==> config.mk <==
export PLATFORM = sky130hd
export DESIGN_NAME = bbox_stream_tracker
export DESIGN_NICKNAME = d
export VERILOG_FILES = /design/src/rtl/bbox_pkg.sv /design/src/rtl/raster_counter.sv /design/src/rtl/bbox_stream_tracker.sv
export SDC_FILE = /design/constraint.sdc
export NUM_CORES = 1
export LEC_CHECK = 0
export ABC_CLOCK_PERIOD_IN_PS = 4300
export BUFFER_PORTS_ARGS = -buffer_cell sky130_fd_sc_hd__buf_2
export CORE_UTILIZATION = 50
export DETAILED_ROUTE_END_ITERATION = 12
export GPL_ROUTABILITY_DRIVEN = 0
export PLACE_DENSITY_LB_ADDON = 0.1
export SETUP_SLACK_MARGIN = 0.5
export SLEW_MARGIN = 5
export SYNTH_ARGS = -nofsm -noshare
export SYNTH_HDL_FRONTEND = slang
export SYNTH_SLANG_ARGS = --single-unit
==> constraint.sdc <==
create_clock -name CLOCK_50 -period 4.3 [get_ports CLOCK_50]
set_input_delay 0.86 -clock CLOCK_50 [delete_from_list [all_inputs] [get_ports CLOCK_50]]
set_output_delay 0.86 -clock CLOCK_50 [all_outputs]
set_load 0.05 [all_outputs]
==> src/rtl/bbox_pkg.sv <==
// Shared types, defaults and width helpers for the bounding-box stream tracker.
package bbox_pkg;

   localparam int unsigned DEF_WIDTH  = 100;
   localparam int unsigned DEF_HEIGHT = 100;
   localparam int unsigned DEF_NUM_CH = 3;
   localparam int unsigned DEF_THRESH = 250;

   typedef enum logic [1:0] {
      IDLE = 2'd0,
      SCAN = 2'd1,
      DONE = 2'd2
   } bbox_state_t;

   // Width holding 0..max(w,h)-1, never narrower than one bit.
   function automatic int unsigned coord_width(input int unsigned w, input int unsigned h);
      int unsigned m;
      m = (w > h) ? w : h;
      return (m > 1) ? $clog2(m) : 1;
   endfunction

   // Width holding 0..n-1, never narrower than one bit.
   function automatic int unsigned idx_width(input int unsigned n);
      return (n > 1) ? $clog2(n) : 1;
   endfunction

endpackage

==> src/rtl/raster_counter.sv <==
// Component/column/row walker for a bottom-up raster scan; clear beats advance.
module raster_counter
   import bbox_pkg::*;
#(
   parameter int unsigned WIDTH  = DEF_WIDTH,
   parameter int unsigned HEIGHT = DEF_HEIGHT,
   parameter int unsigned NUM_CH = DEF_NUM_CH,
   localparam int unsigned CW    = coord_width(WIDTH, HEIGHT),
   localparam int unsigned CHW   = idx_width(NUM_CH)
) (
   input  logic           CLOCK_50,
   input  logic           reset_n,
   input  logic           clr,
   input  logic           adv,
   output logic [CHW-1:0] ch,
   output logic [CW-1:0]  x,
   output logic [CW-1:0]  y,
   output logic           last_ch_c,
   output logic           last_beat_c
);

   assign last_ch_c   = (ch == CHW'(NUM_CH - 1));
   assign last_beat_c = last_ch_c && (x == CW'(WIDTH - 1)) && (y == '0);

   always_ff @(posedge CLOCK_50) begin
      if (!reset_n || clr) begin
         ch <= '0;
         x  <= '0;
         y  <= CW'(HEIGHT - 1);
      end else if (adv) begin
         if (last_ch_c) begin
            ch <= '0;
            if (x == CW'(WIDTH - 1)) begin
               x <= '0;
               y <= (y == '0) ? CW'(HEIGHT - 1) : y - CW'(1);
            end else begin
               x <= x + CW'(1);
            end
         end else begin
            ch <= ch + CHW'(1);
         end
      end
   end

endmodule

==> src/rtl/bbox_stream_tracker.sv <==
// Streams pixel components, tracks the foreground bounding box and count,
// and publishes a held result with a one-cycle frame_done at end of frame.
module bbox_stream_tracker
   import bbox_pkg::*;
#(
   parameter int unsigned WIDTH  = DEF_WIDTH,
   parameter int unsigned HEIGHT = DEF_HEIGHT,
   parameter int unsigned NUM_CH = DEF_NUM_CH,
   parameter int unsigned DW     = 8,
   parameter int unsigned THRESH = DEF_THRESH,
   localparam int unsigned CW    = coord_width(WIDTH, HEIGHT),
   localparam int unsigned NW    = $clog2(WIDTH * HEIGHT + 1),
   localparam int unsigned CHW   = idx_width(NUM_CH)
) (
   input  logic          CLOCK_50,
   input  logic          reset_n,
   input  logic          sof,
   input  logic          in_valid,
   output logic          in_ready,
   input  logic [DW-1:0] in_data,
   output logic [CW-1:0] x_min,
   output logic [CW-1:0] x_max,
   output logic [CW-1:0] y_min,
   output logic [CW-1:0] y_max,
   output logic          bbox_empty,
   output logic [NW-1:0] fg_count,
   output logic          frame_done,
   output logic          busy
);

   bbox_state_t    state;
   logic [CW-1:0]  acc_xmin, acc_xmax, acc_ymin, acc_ymax;
   logic [NW-1:0]  acc_cnt;
   logic           fg_flag;

   logic [CHW-1:0] ch;
   logic [CW-1:0]  x, y;
   logic           last_ch_c, last_beat_c;
   logic           adv_c, upd_c;
   logic [CW-1:0]  nxt_xmin_c, nxt_xmax_c, nxt_ymin_c, nxt_ymax_c;
   logic [NW-1:0]  nxt_cnt_c;

   // sof wins over a coincident beat, which is dropped.
   assign adv_c = in_valid && in_ready && !sof;

   raster_counter #(
      .WIDTH  (WIDTH),
      .HEIGHT (HEIGHT),
      .NUM_CH (NUM_CH)
   ) u_raster (
      .CLOCK_50    (CLOCK_50),
      .reset_n     (reset_n),
      .clr         (sof),
      .adv         (adv_c),
      .ch          (ch),
      .x           (x),
      .y           (y),
      .last_ch_c   (last_ch_c),
      .last_beat_c (last_beat_c)
   );

   // Accumulator values including the current beat, so the final pixel is published.
   always_comb begin
      upd_c      = adv_c && last_ch_c && (fg_flag || (32'(in_data) < THRESH));
      nxt_xmin_c = acc_xmin;
      nxt_xmax_c = acc_xmax;
      nxt_ymin_c = acc_ymin;
      nxt_ymax_c = acc_ymax;
      nxt_cnt_c  = acc_cnt;
      if (upd_c) begin
         if (x < acc_xmin) nxt_xmin_c = x;
         if (x > acc_xmax) nxt_xmax_c = x;
         if (y < acc_ymin) nxt_ymin_c = y;
         if (y > acc_ymax) nxt_ymax_c = y;
         nxt_cnt_c = acc_cnt + NW'(1);
      end
   end

   always_ff @(posedge CLOCK_50) begin
      if (!reset_n) begin
         state      <= IDLE;
         in_ready   <= 1'b0;
         busy       <= 1'b0;
         frame_done <= 1'b0;
         x_min      <= '0;
         x_max      <= '0;
         y_min      <= '0;
         y_max      <= '0;
         bbox_empty <= 1'b1;
         fg_count   <= '0;
         acc_xmin   <= CW'(WIDTH - 1);
         acc_xmax   <= '0;
         acc_ymin   <= CW'(HEIGHT - 1);
         acc_ymax   <= '0;
         acc_cnt    <= '0;
         fg_flag    <= 1'b0;
      end else begin
         frame_done <= 1'b0;
         if (sof) begin
            // Start or restart from any state; DONE has already published on entry.
            state    <= SCAN;
            in_ready <= 1'b1;
            busy     <= 1'b1;
            acc_xmin <= CW'(WIDTH - 1);
            acc_xmax <= '0;
            acc_ymin <= CW'(HEIGHT - 1);
            acc_ymax <= '0;
            acc_cnt  <= '0;
            fg_flag  <= 1'b0;
         end else begin
            case (state)
               SCAN: begin
                  if (adv_c) begin
                     acc_xmin <= nxt_xmin_c;
                     acc_xmax <= nxt_xmax_c;
                     acc_ymin <= nxt_ymin_c;
                     acc_ymax <= nxt_ymax_c;
                     acc_cnt  <= nxt_cnt_c;
                     fg_flag  <= last_ch_c ? 1'b0 : (fg_flag || (32'(in_data) < THRESH));
                     if (last_beat_c) begin
                        state      <= DONE;
                        in_ready   <= 1'b0;
                        frame_done <= 1'b1;
                        bbox_empty <= (nxt_cnt_c == '0);
                        fg_count   <= nxt_cnt_c;
                        x_min      <= (nxt_cnt_c == '0) ? '0 : nxt_xmin_c;
                        x_max      <= (nxt_cnt_c == '0) ? '0 : nxt_xmax_c;
                        y_min      <= (nxt_cnt_c == '0) ? '0 : nxt_ymin_c;
                        y_max      <= (nxt_cnt_c == '0) ? '0 : nxt_ymax_c;
                     end
                  end
               end
               DONE: begin
                  state <= IDLE;
                  busy  <= 1'b0;
               end
               default: state <= IDLE;
            endcase
         end
      end
   end

endmodule

==> impl_metrics.py, run 1 <==
metrics = {
    "placed_design": {
        "dpl-instance-area_mm2": 0.005763,
        "io_buffers": 56,
        "dp_hpwl_mm": 8.789,
    },
    "critical_path": {
        "cp-end-kind": "flip-flop",
        "path_class": "flip-flop to flip-flop",
        "critPathMaxFanout": 19,
        "crit_family": "simple AND/OR/NAND/NOR gates",
        "worst-path-buf-inv": 1,
        "slowest_delay_ns": 0.54,
        "startpoint_type": "flip-flop",
        "cp_slowest_cell": "nor4b_2",
        "critical_path_arrival_ns": 3.62,
        "r2r_cells": 9,
        "worst_path_most_repeated_cell": "a21oi_1",
        "worstPathCellList": "inv_1 -> ha_1 -> or4b_1 -> nor4b_2 -> and2_1 -> nand2_1 -> a21oi_1 -> a21oi_1 -> nor2b_1",
        "cp_num_cells": 9,
        "cp.required_ns": 4.60,
    },
    "drt": {
        "vias_per_cell": 5.493,
        "drt_iter0_markers": 176,
        "firstDrtPassIters": 4,
        "routed_wl_mm": 12.17,
        "vias": 4532,
        "wire_per_inst_um": 14.75,
        "drc": 0,
        "ant_nets": 0,
    },
    "cells_and_area": {
        "final_util_pct": 56.94,
        "syn2layout_area_growth_pct": 8.972,
        "diodes": 0,
        "layout.nets": 726,
        "final_layout_size_suffix_gt1_share_pct": 14.37,
        "layout_common_cells": "dfxtp_1 (107), nand2_1 (79), nor2_1 (72), buf_2 (56), a21oi_1 (47)",
        "design_area_mm2": 0.005957,
        "final_common_cell": "dfxtp_1",
    },
    "global_route": {
        "antenna_found_initial": 0,
        "grtUsageMet3_pct": 3.433,
        "use_met1_pct": 29.85,
        "grt_pass1_vias": 4167,
        "grt-busiest-layer": "met2",
        "grtUsageTotal_pct": 22.63,
        "grt_overflow": 0,
        "met2_usage_pct": 37.19,
        "grt_pass1_wl_mm": 20.29,
        "grt_max_degree": 40,
    },
    "clocking": {
        "post_cts_resized": 0,
        "hold_buffers": 0,
        "cts_root_buffer": "clkbuf_8",
        "cts_setup_buffers": 0,
        "cts.path.max_buffers": 2,
        "cts_buffers": 9,
        "cts_max_level": 3,
        "insertion_delay_ns": 0.37,
        "clock-sinks": 107,
        "cts_tree": "done",
        "path_clk_slew_ns": 0.10,
    },
    "yosys": {
        "synth_cells": 654,
        "ys_warn_count": 0,
        "synth_area_mm2": 0.005466,
        "avgSynthCellArea_um2": 8.359,
        "synth_fp_nets": 695,
        "synth_cell_type_count": 61,
        "async_reset_ff_share_pct": 0,
        "synth-main-ff-cell": "dfxtp_1",
        "ys_seq_elements": 107,
        "yosysSeqAreaShare_pct": 39.19,
        "synth_edf_count": 0,
    },
    "floorplan": {
        "die_h_um": 106.6,
        "ios": 58,
        "core_area_mm2": 0.01046,
        "initial_core_util_pct": 52.25,
        "die_area_mm2": 0.01136,
        "die_w_um": 106.6,
        "num_rows": 37,
    },
    "timing": {
        "finalClockSkew_ns": 0.008696,
        "slew-limit-headroom_pct": 39.03,
        "setup_viol": 0,
        "slew_viol_final": 0,
        "worst_pin_slew_ns": 0.9062,
        "rsz0062_at_grt": "false",
        "fin_crit_ns": 3.318,
        "hold_viol": 0,
        "fmaxAchievable_ghz": 0.3014,
        "setup_tns_ns": 0,
        "timing.hold.ws_ns": 0.4477,
        "post-route-period-util_pct": 77.17,
    },
    "worst_hold_path": {
        "hold_path.class": "flip-flop to flip-flop",
        "whs_path_depth": 2,
    },
    "run_status": {
        "status": "finished clean",
    },
    "power_and_ir_drop": {
        "powerDensity_mw_per_mm2": 279.1,
        "leakage_nw": 2.509,
        "ir_drop_mv": 0.2013,
    },
    "job": {
        "cap_violations": 0,
    },
}
power by group:
group	switching, mW	internal [mW]	leakage (nW)
sequential	0.00186	0.992	0.863
clock	0.325	0.298	0.0995
combinational	0.0325	0.0121	1.55
total	0.360	1.30	2.51
Yosys cell counts, types with 12 or more instances:
master,n,area (um2)
a21oi_1,47,235.2
clkbuf_1,25,93.84
dfxtp_1,107,2142
ha_1,29,362.9
inv_1,33,123.9
mux2i_1,23,230.2
nand2_1,79,296.5
nand3_1,28,140.1
nor2_1,72,270.3
o21ai_0,23,115.1
xnor2_1,15,131.4
xor2_1,12,105.1
cells by family after synthesis:
| kind of cell | Yosys count | synth area share, % |
|---|---|---|
| flip-flops | 107 | 39.19 |
| multiplexers | 24 | 4.417 |
| AND/OR/NAND/NOR | 255 | 22.96 |
| AO/OA/AOI/OAI | 136 | 16.43 |
| buffers and inverters | 76 | 6.042 |
| adder cells (fa/ha/maj) | 29 | 6.638 |
| XOR/XNOR | 27 | 4.326 |
worst min-delay path: stages, from the launching register on:
cell and delay [ns]:
dfxtp_1 0.32, nand2_1 0.05, o21ai_1 0.05
area by class of cell:
cell class | count | area, um2
Multi-Input combinational cell | 471 | 2994
Clock inverter | 2 | 35.03
Clock buffer | 13 | 158.9
Timing Repair Buffer | 63 | 332.8
Fill cell | 983 | 4506
Tap cell | 136 | 170.2
Sequential cell | 107 | 2142
Inverter | 33 | 123.9
final timing paths:
| path | slack [ns] | endpoint | startpoint |
|---|---|---|---|
| worst max-delay path | 0.98 | fg_count[6]$_SDFFE_PN0P_ | u_raster.y[0]$_SDFFE_PP1P_ |
| worst min-delay path | 0.45 | x_min[2]$_SDFFE_PN0P_ | x_min[2]$_SDFFE_PN0P_ |
| worst max register to register | 0.98 | fg_count[6]$_SDFFE_PN0P_ | u_raster.y[0]$_SDFFE_PP1P_ |
| worst min register to register | 0.45 | x_min[2]$_SDFFE_PN0P_ | x_min[2]$_SDFFE_PN0P_ |
state kept, by name (all words and copies together), names as in the netlist, 2 cells and up:
name and count:
acc_cnt 14, y_max 7, acc_ymax 7, u_raster.x 7, u_raster.y 7, x_max 7
acc_ymin 7, x_min 7, acc_xmax 7, fg_count 14, u_raster.ch 2, acc_xmin 7
y_min 7, state 2
per-layer routing:
metal,wire length [um],vias up
li1,-,2318
met1,6035,2139
met2,5579,61
met3,354,14
met4,196,0
met5,0,-
metrics by stage:
stage / std cells / power [mW] / setup WS [ns]
floorplan: 654 / 1.047 / 1.472
global placement: 810 / 1.061 / 0.8206
detailed placement: 810 / 1.062 / 0.8050
CTS: 825 / 1.678 / 0.9645
global route: 825 / 1.726 / 0.8062
finish: 825 / 1.662 / 0.9818
Note: power is estimated with default switching activity, not from simulation.
==> run 2: changes to the inputs <==
- ABC_AREA: unset -> 1
- ABC_CLOCK_PERIOD_IN_PS: 4300 -> 3200
- clock period: 4.3 -> 3.2 ns (I/O delays scaled with it)
==> run 2 against run 1 <==
Routed wire length up 20%. Synthesized cell count up 28%. Worst hold slack better by 0.015 ns. Design area up 7.9%. Utilization up 1.6 points. Sequential power up 35%. Clock skew down 0.0018 ns.
==> impl_metrics.py, run 2 <==
metrics = {
    "placed_design": {
        "dp_hpwl_mm": 10.61,
        "io_buffers": 56,
        "dpl-instance-area_mm2": 0.006085,
    },
    "timing": {
        "timing.hold.ws_ns": 0.4624,
        "finalClockSkew_ns": 0.006865,
        "fin_crit_ns": 2.426,
        "setup_viol": 0,
        "post-route-period-util_pct": 75.80,
        "worst_pin_slew_ns": 0.7385,
        "hold_viol": 0,
        "rsz0062_at_grt": "false",
        "setup_tns_ns": 0,
        "slew_viol_final": 0,
        "slew-limit-headroom_pct": 50.71,
        "fmaxAchievable_ghz": 0.4122,
    },
    "floorplan": {
        "core_area_mm2": 0.01098,
        "ios": 58,
        "die_w_um": 108.8,
        "initial_core_util_pct": 51.95,
        "die_h_um": 108.8,
        "die_area_mm2": 0.01184,
        "num_rows": 38,
    },
    "yosys": {
        "ys_seq_elements": 107,
        "yosysSeqAreaShare_pct": 37.54,
        "avgSynthCellArea_um2": 6.833,
        "synth_cell_type_count": 38,
        "yosysTopAreaCellShare_pct": 37.54,
        "async_reset_ff_share_pct": 0,
        "ys_top_cells_by_count": "nand2_1 (171), inv_1 (121), dfxtp_1 (107), nor2_1 (93), a21oi_1 (70)",
        "synth_area_mm2": 0.005705,
        "synth_edf_count": 0,
        "synth_area_leader_cell": "dfxtp_1",
        "synth_fp_nets": 876,
        "yosysMostFrequentCell": "nand2_1",
        "synth_cells": 835,
        "synthTopCellsByArea": "dfxtp_1 (38%), nand2_1 (11%), inv_1 (8.0%)",
        "ys_warn_count": 0,
        "synth-main-ff-cell": "dfxtp_1",
    },
    "power_and_ir_drop": {
        "leakage_nw": 3.087,
        "switching_share_pct": 22.18,
        "p_int_mw": 2.094,
        "powerDensity_mw_per_mm2": 418.5,
        "power.total_mw": 2.691,
        "ir_drop_mv": 0.2972,
        "seq_power_share_pct": 49.9,
        "p_clk_share_pct": 46.4,
        "combPwrFrac_pct": 3.7,
        "power_switching_mw": 0.5968,
    },
    "clocking": {
        "cts_tree": "done",
        "cts_buffers": 9,
        "cts_root_buffer": "clkbuf_16",
        "insertion_delay_ns": 0.36,
        "cts_max_level": 3,
        "clock-sinks": 107,
        "cts.path.max_buffers": 2,
        "path_clk_slew_ns": 0.07,
    },
    "critical_path": {
        "critical_path_arrival_ns": 2.65,
        "path_class": "input pin to flip-flop",
        "cp-end-kind": "flip-flop",
        "startpoint_type": "input pin",
        "critPathMaxFanout": 16,
        "r2r_cells": 11,
        "cp.required_ns": 3.42,
    },
    "global_route": {
        "grt_max_degree": 32,
        "grt_overflow": 0,
        "grtUsageTotal_pct": 26.30,
        "antenna_found_initial": 0,
        "grt_pass1_vias": 4945,
        "grt_pass1_wl_mm": 23.92,
    },
    "run_status": {
        "status": "finished clean",
    },
    "drt": {
        "routed_wl_mm": 14.62,
        "ant_nets": 0,
        "vias": 5407,
        "drt_iter0_markers": 390,
        "firstDrtPassIters": 5,
        "vias_per_cell": 5.270,
        "wire_per_inst_um": 14.24,
        "drc": 0,
    },
    "job": {
        "cap_violations": 0,
    },
    "cells_and_area": {
        "multi_input_comb_area_mm2": 0.002949,
        "syn2layout_area_growth_pct": 12.70,
        "largestRegisters": "acc_cnt (14), fg_count (14)",
        "final_layout_size_suffix_gt1_share_pct": 12.87,
        "design_area_mm2": 0.006430,
        "fillers": 1076,
        "diodes": 0,
        "final_common_cell": "nand2_1",
        "layout.nets": 922,
        "layout_common_cells": "nand2_1 (171), inv_1 (121), dfxtp_1 (107), nor2_1 (92), a21oi_1 (70)",
        "seq_area_mm2": 0.002142,
    },
    "worst_hold_path": {
        "whs_path_depth": 2,
        "hold_path.class": "flip-flop to flip-flop",
    },
}
==> run 2: final cells by class <==
type / count / area share [%]
tap: 140 / 2.724
clock inverter: 5 / 1.323
inverter: 124 / 7.317
multi-input combinational: 573 / 45.86
timing repair buffer: 66 / 5.526
sequential: 107 / 33.31
clock buffer: 11 / 3.931
==> run 2: logic make-up after synthesis <==
family,synth area share (%)
AO/OA/AOI/OAI,15.24
XOR/XNOR,0.4606
adder cells (fa/ha/maj),6.360
buffers and inverters,10.90
flip-flops,37.54
AND/OR/NAND/NOR,29.50
==> run 2: critical path: stages <==
cell and delay (ns):
buf_2 0.14, inv_2 0.09, nand3_4 0.13, nor2_8 0.19, nand2_4 0.21, inv_6 0.23, nor2_1 0.06, a21oi_1 0.20
nand2_1 0.10, nor2_2 0.19, nand2_2 0.25, nand2_1 0.14, a21oi_1 0.08
==> run 2: final timing paths <==
check                        startpoint                    end  slack [ns]
setup reg to reg  in_ready$_SDFFE_PN0P_  y_max[6]$_SDFFE_PN0P_        0.82
hold / removal    y_min[1]$_SDFFE_PN0P_  y_min[1]$_SDFFE_PN0P_        0.46
setup / recovery                    sof  y_max[6]$_SDFFE_PN0P_        0.77
hold reg to reg   y_min[1]$_SDFFE_PN0P_  y_min[1]$_SDFFE_PN0P_        0.46
==> run 2: repair_timing <==
| action | 4_1_cts | 5_1_grt |
|---|---|---|
| setup buffers | 0 | 0 |
| setup endpoints to repair | 0 | 3 |
| hold buffers | 0 | 0 |
| gates resized for setup | 0 | 2 |
==> run 2: per-layer routing <==
| layer | wire length (um) | track usage (%) | up-vias |
|---|---|---|---|
| li1 | - | - | 2798 |
| met1 | 7001 | 35.12 | 2486 |
| met2 | 6726 | 43.22 | 106 |
| met3 | 615 | 3.347 | 17 |
| met4 | 272 | 9.942 | 0 |
| met5 | 0 | 0 | - |
==> run 2: power groups by stage <==
stage,Combinational [mW],Clock (mW),Sequential [mW]
6_report,0.0991,1.25,1.34
3_5_place_dp,0.0979,0,1.37
3_3_place_gp,0.0956,0,1.37
5_1_grt,0.109,1.32,1.34
2_1_floorplan,0.0593,0,1.38
4_1_cts,0.0984,1.27,1.34
==> run 2: metrics by stage <==
| stage | utilization, % | cells | setup slack (ns) |
|---|---|---|---|
| floorplan | - | 835 | 0.9594 |
| global placement | 55.40 | 1010 | 0.3790 |
| global route | 58.54 | 1026 | 0.5289 |
| CTS | 58.48 | 1026 | 0.7249 |
| detailed placement | 55.40 | 1010 | 0.3666 |
| finish | 58.54 | 1026 | 0.7743 |
==> run 3: changes to the inputs <==
- ABC_CLOCK_PERIOD_IN_PS: 3200 -> 2300
- clock period: 3.2 -> 2.3 ns (I/O delays scaled with it)
==> run 3 against run 2 <==
Final cell count up 7.1%. Setup slack got worse by 0.50 ns. Worst hold slack lost 0.0018 ns. Sequential share of layout area down 5.5 points. Clock-buffer cell count is 1 lower. Utilization rose by 13 points. Total power grew 38%. Die area did not move. Clock power increased by 32%. Sequential power is 39% higher.
==> impl_metrics.py, run 3 (same netlist as run 2, synthesis figures left out) <==
metrics = {
    "clocking": {
        "cts_tree": "done",
        "clock-sinks": 107,
        "insertion_delay_ns": 0.36,
        "cts_max_level": 3,
        "cts_root_buffer": "clkbuf_16",
        "cts.path.max_buffers": 2,
        "cts_buffers": 9,
        "hold_buffers": 0,
        "path_clk_slew_ns": 0.07,
    },
    "timing": {
        "slew_viol_final": 0,
        "fmaxAchievable_ghz": 0.4928,
        "slew-limit-headroom_pct": 66.77,
        "timing.hold.ws_ns": 0.4607,
        "setup_slack_ns": 0.2707,
        "setup_viol": 0,
        "fin_crit_ns": 2.029,
        "rsz0062_at_grt": "true",
        "worst_pin_slew_ns": 0.4985,
        "finalClockSkew_ns": 0.01136,
        "post-route-period-util_pct": 88.23,
        "hold_viol": 0,
    },
    "critical_path": {
        "cp.required_ns": 2.61,
        "worstPathCellList": "ha_4 -> inv_4 -> nor3_4 -> nand3_2 -> nor2_4 -> nand2_2 -> nor2_4 -> nand3_4 -> inv_8 -> buf_12 -> o21ai_0 -> nor2_1 -> nand2_2 -> inv_1",
        "critPathMaxFanout": 6,
        "startpoint_type": "flip-flop",
        "slowest_delay_ns": 0.37,
        "cp-end-kind": "flip-flop",
        "path_class": "flip-flop to flip-flop",
        "critical_path_arrival_ns": 2.34,
        "cp_slowest_cell": "dfxtp_4",
    },
    "cells_and_area": {
        "final_common_cell": "nand2_1",
        "fillers": 866,
        "diodes": 0,
        "design_area_mm2": 0.007845,
        "multi_input_comb_area_mm2": 0.003649,
        "final_layout_size_suffix_gt1_share_pct": 33.58,
        "largestRegisters": "acc_cnt (14), fg_count (14)",
        "seq_area_mm2": 0.002182,
        "layout_common_cells": "nand2_1 (144), inv_1 (110), dfxtp_1 (87), nor2_1 (76), a21oi_1 (63)",
        "layout.nets": 995,
        "syn2layout_area_growth_pct": 37.50,
    },
    "global_route": {
        "grt_max_degree": 39,
        "grt_overflow": 0,
        "grt_pass1_wl_mm": 25.14,
        "grt_pass1_vias": 5228,
        "antenna_found_initial": 0,
        "grtUsageTotal_pct": 27.65,
    },
    "floorplan": {
        "ios": 58,
        "num_rows": 38,
        "core_area_mm2": 0.01098,
        "die_h_um": 108.8,
        "die_area_mm2": 0.01184,
        "die_w_um": 108.8,
        "initial_core_util_pct": 51.95,
    },
    "drt": {
        "ant_nets": 0,
        "firstDrtPassIters": 5,
        "drt_iter0_markers": 376,
        "vias": 5937,
        "drc": 0,
        "routed_wl_mm": 16.60,
        "vias_per_cell": 5.402,
        "wire_per_inst_um": 15.10,
    },
    "placed_design": {
        "dp_hpwl_mm": 10.37,
        "io_buffers": 56,
        "dpl-instance-area_mm2": 0.006407,
        "dp_slack_ns": -0.08881,
    },
    "power_and_ir_drop": {
        "ir_drop_mv": 0.3862,
        "leakage_nw": 3.591,
        "power.total_mw": 3.708,
        "powerDensity_mw_per_mm2": 472.7,
    },
    "job": {
        "cap_violations": 0,
    },
    "run_status": {
        "status": "finished clean",
    },
    "worst_hold_path": {
        "hold_path.class": "flip-flop to flip-flop",
    },
}
==> run 3: cell types whose count changed in the layout (fill, tap and decap cells not counted), moves of 9 or more <==
cell	before	now
dfxtp_1	107	87
nand2_1	171	144
buf_6	0	17
nor2_1	92	76
o21ai_1	4	28
inv_1	121	110
nor2_4	3	12
nand2_2	5	27
nand3_2	2	28
o21ai_2	0	11
nand3_1	63	31
dfxtp_2	0	14
o21ai_0	62	26
buf_4	10	54
==> run 3: layout make-up <==
class / count / share of cell area (%)
Inverter: 124 / 6.380
Sequential cell: 107 / 27.81
Clock buffer: 10 / 2.919
Tap cell: 140 / 2.233
Multi-Input combinational cell: 578 / 46.51
Timing Repair Buffer: 134 / 13.13
Clock inverter: 6 / 1.021
==> run 3: where the power goes <==
| part | leakage, nW | internal (mW) | switching, mW |
|---|---|---|---|
| Sequential | 0.875 | 1.86 | 0.00854 |
| Clock | 0.156 | 0.947 | 0.700 |
| Combinational | 2.56 | 0.0675 | 0.130 |
| Total | 3.59 | 2.87 | 0.838 |
==> run 3: metrics by stage <==
stage,utilization [%],TNS (ns),cells
2_1_floorplan,-,0,835
3_3_place_gp,58.34,-0.3635,1043
3_5_place_dp,58.34,-1.065,1043
4_1_cts,65.08,0,1078
5_1_grt,71.43,0,1099
6_report,71.43,0,1099
==> run 3: critical path, delay by kind of cell (launching register included) <==
| kind | cells | cell delay [ns] |
|---|---|---|
| adders and majority gates | 1 | 0.14 |
| DFF | 1 | 0.37 |
| and+or+nand+nor | 8 | 1.02 |
| AOI/OAI and AO/OA | 1 | 0.07 |
| buffers and inverters | 4 | 0.37 |
==> run 3: path summary, 6_finish.rpt <==
path | from | to | slack [ns] | cells past startpoint
worst min-delay path | fg_flag$_SDFFE_PP0P_ | fg_flag$_SDFFE_PP0P_ | 0.46 | 2
worst max register to register | u_raster.x[1]$_SDFFE_PP0P_ | y_min[3]$_SDFFE_PN0P_ | 0.27 | 14
worst max-delay path | u_raster.x[1]$_SDFFE_PP0P_ | y_min[3]$_SDFFE_PN0P_ | 0.27 | 14
worst min register to register | fg_flag$_SDFFE_PP0P_ | fg_flag$_SDFFE_PP0P_ | 0.46 | 2
==> run 3: repair_timing <==
| action | in CTS | in global routing |
|---|---|---|
| resized for setup | 60 | 175 |
| pin swaps | 8 | 58 |
| setup endpoints to repair | 69 | 90 |
| cloned | 4 | 3 |
| setup buffers | 15 | 18 |
==> run 3: per-layer routing <==
metal / vias to the layer above / global-route usage, % / wire (um)
met5: - / 0 / 0
met4: 0 / 10.62 / 346
met3: 26 / 4.782 / 952
met2: 182 / 46.11 / 7945
met1: 2781 / 35.55 / 7355
li1: 2948 / - / -
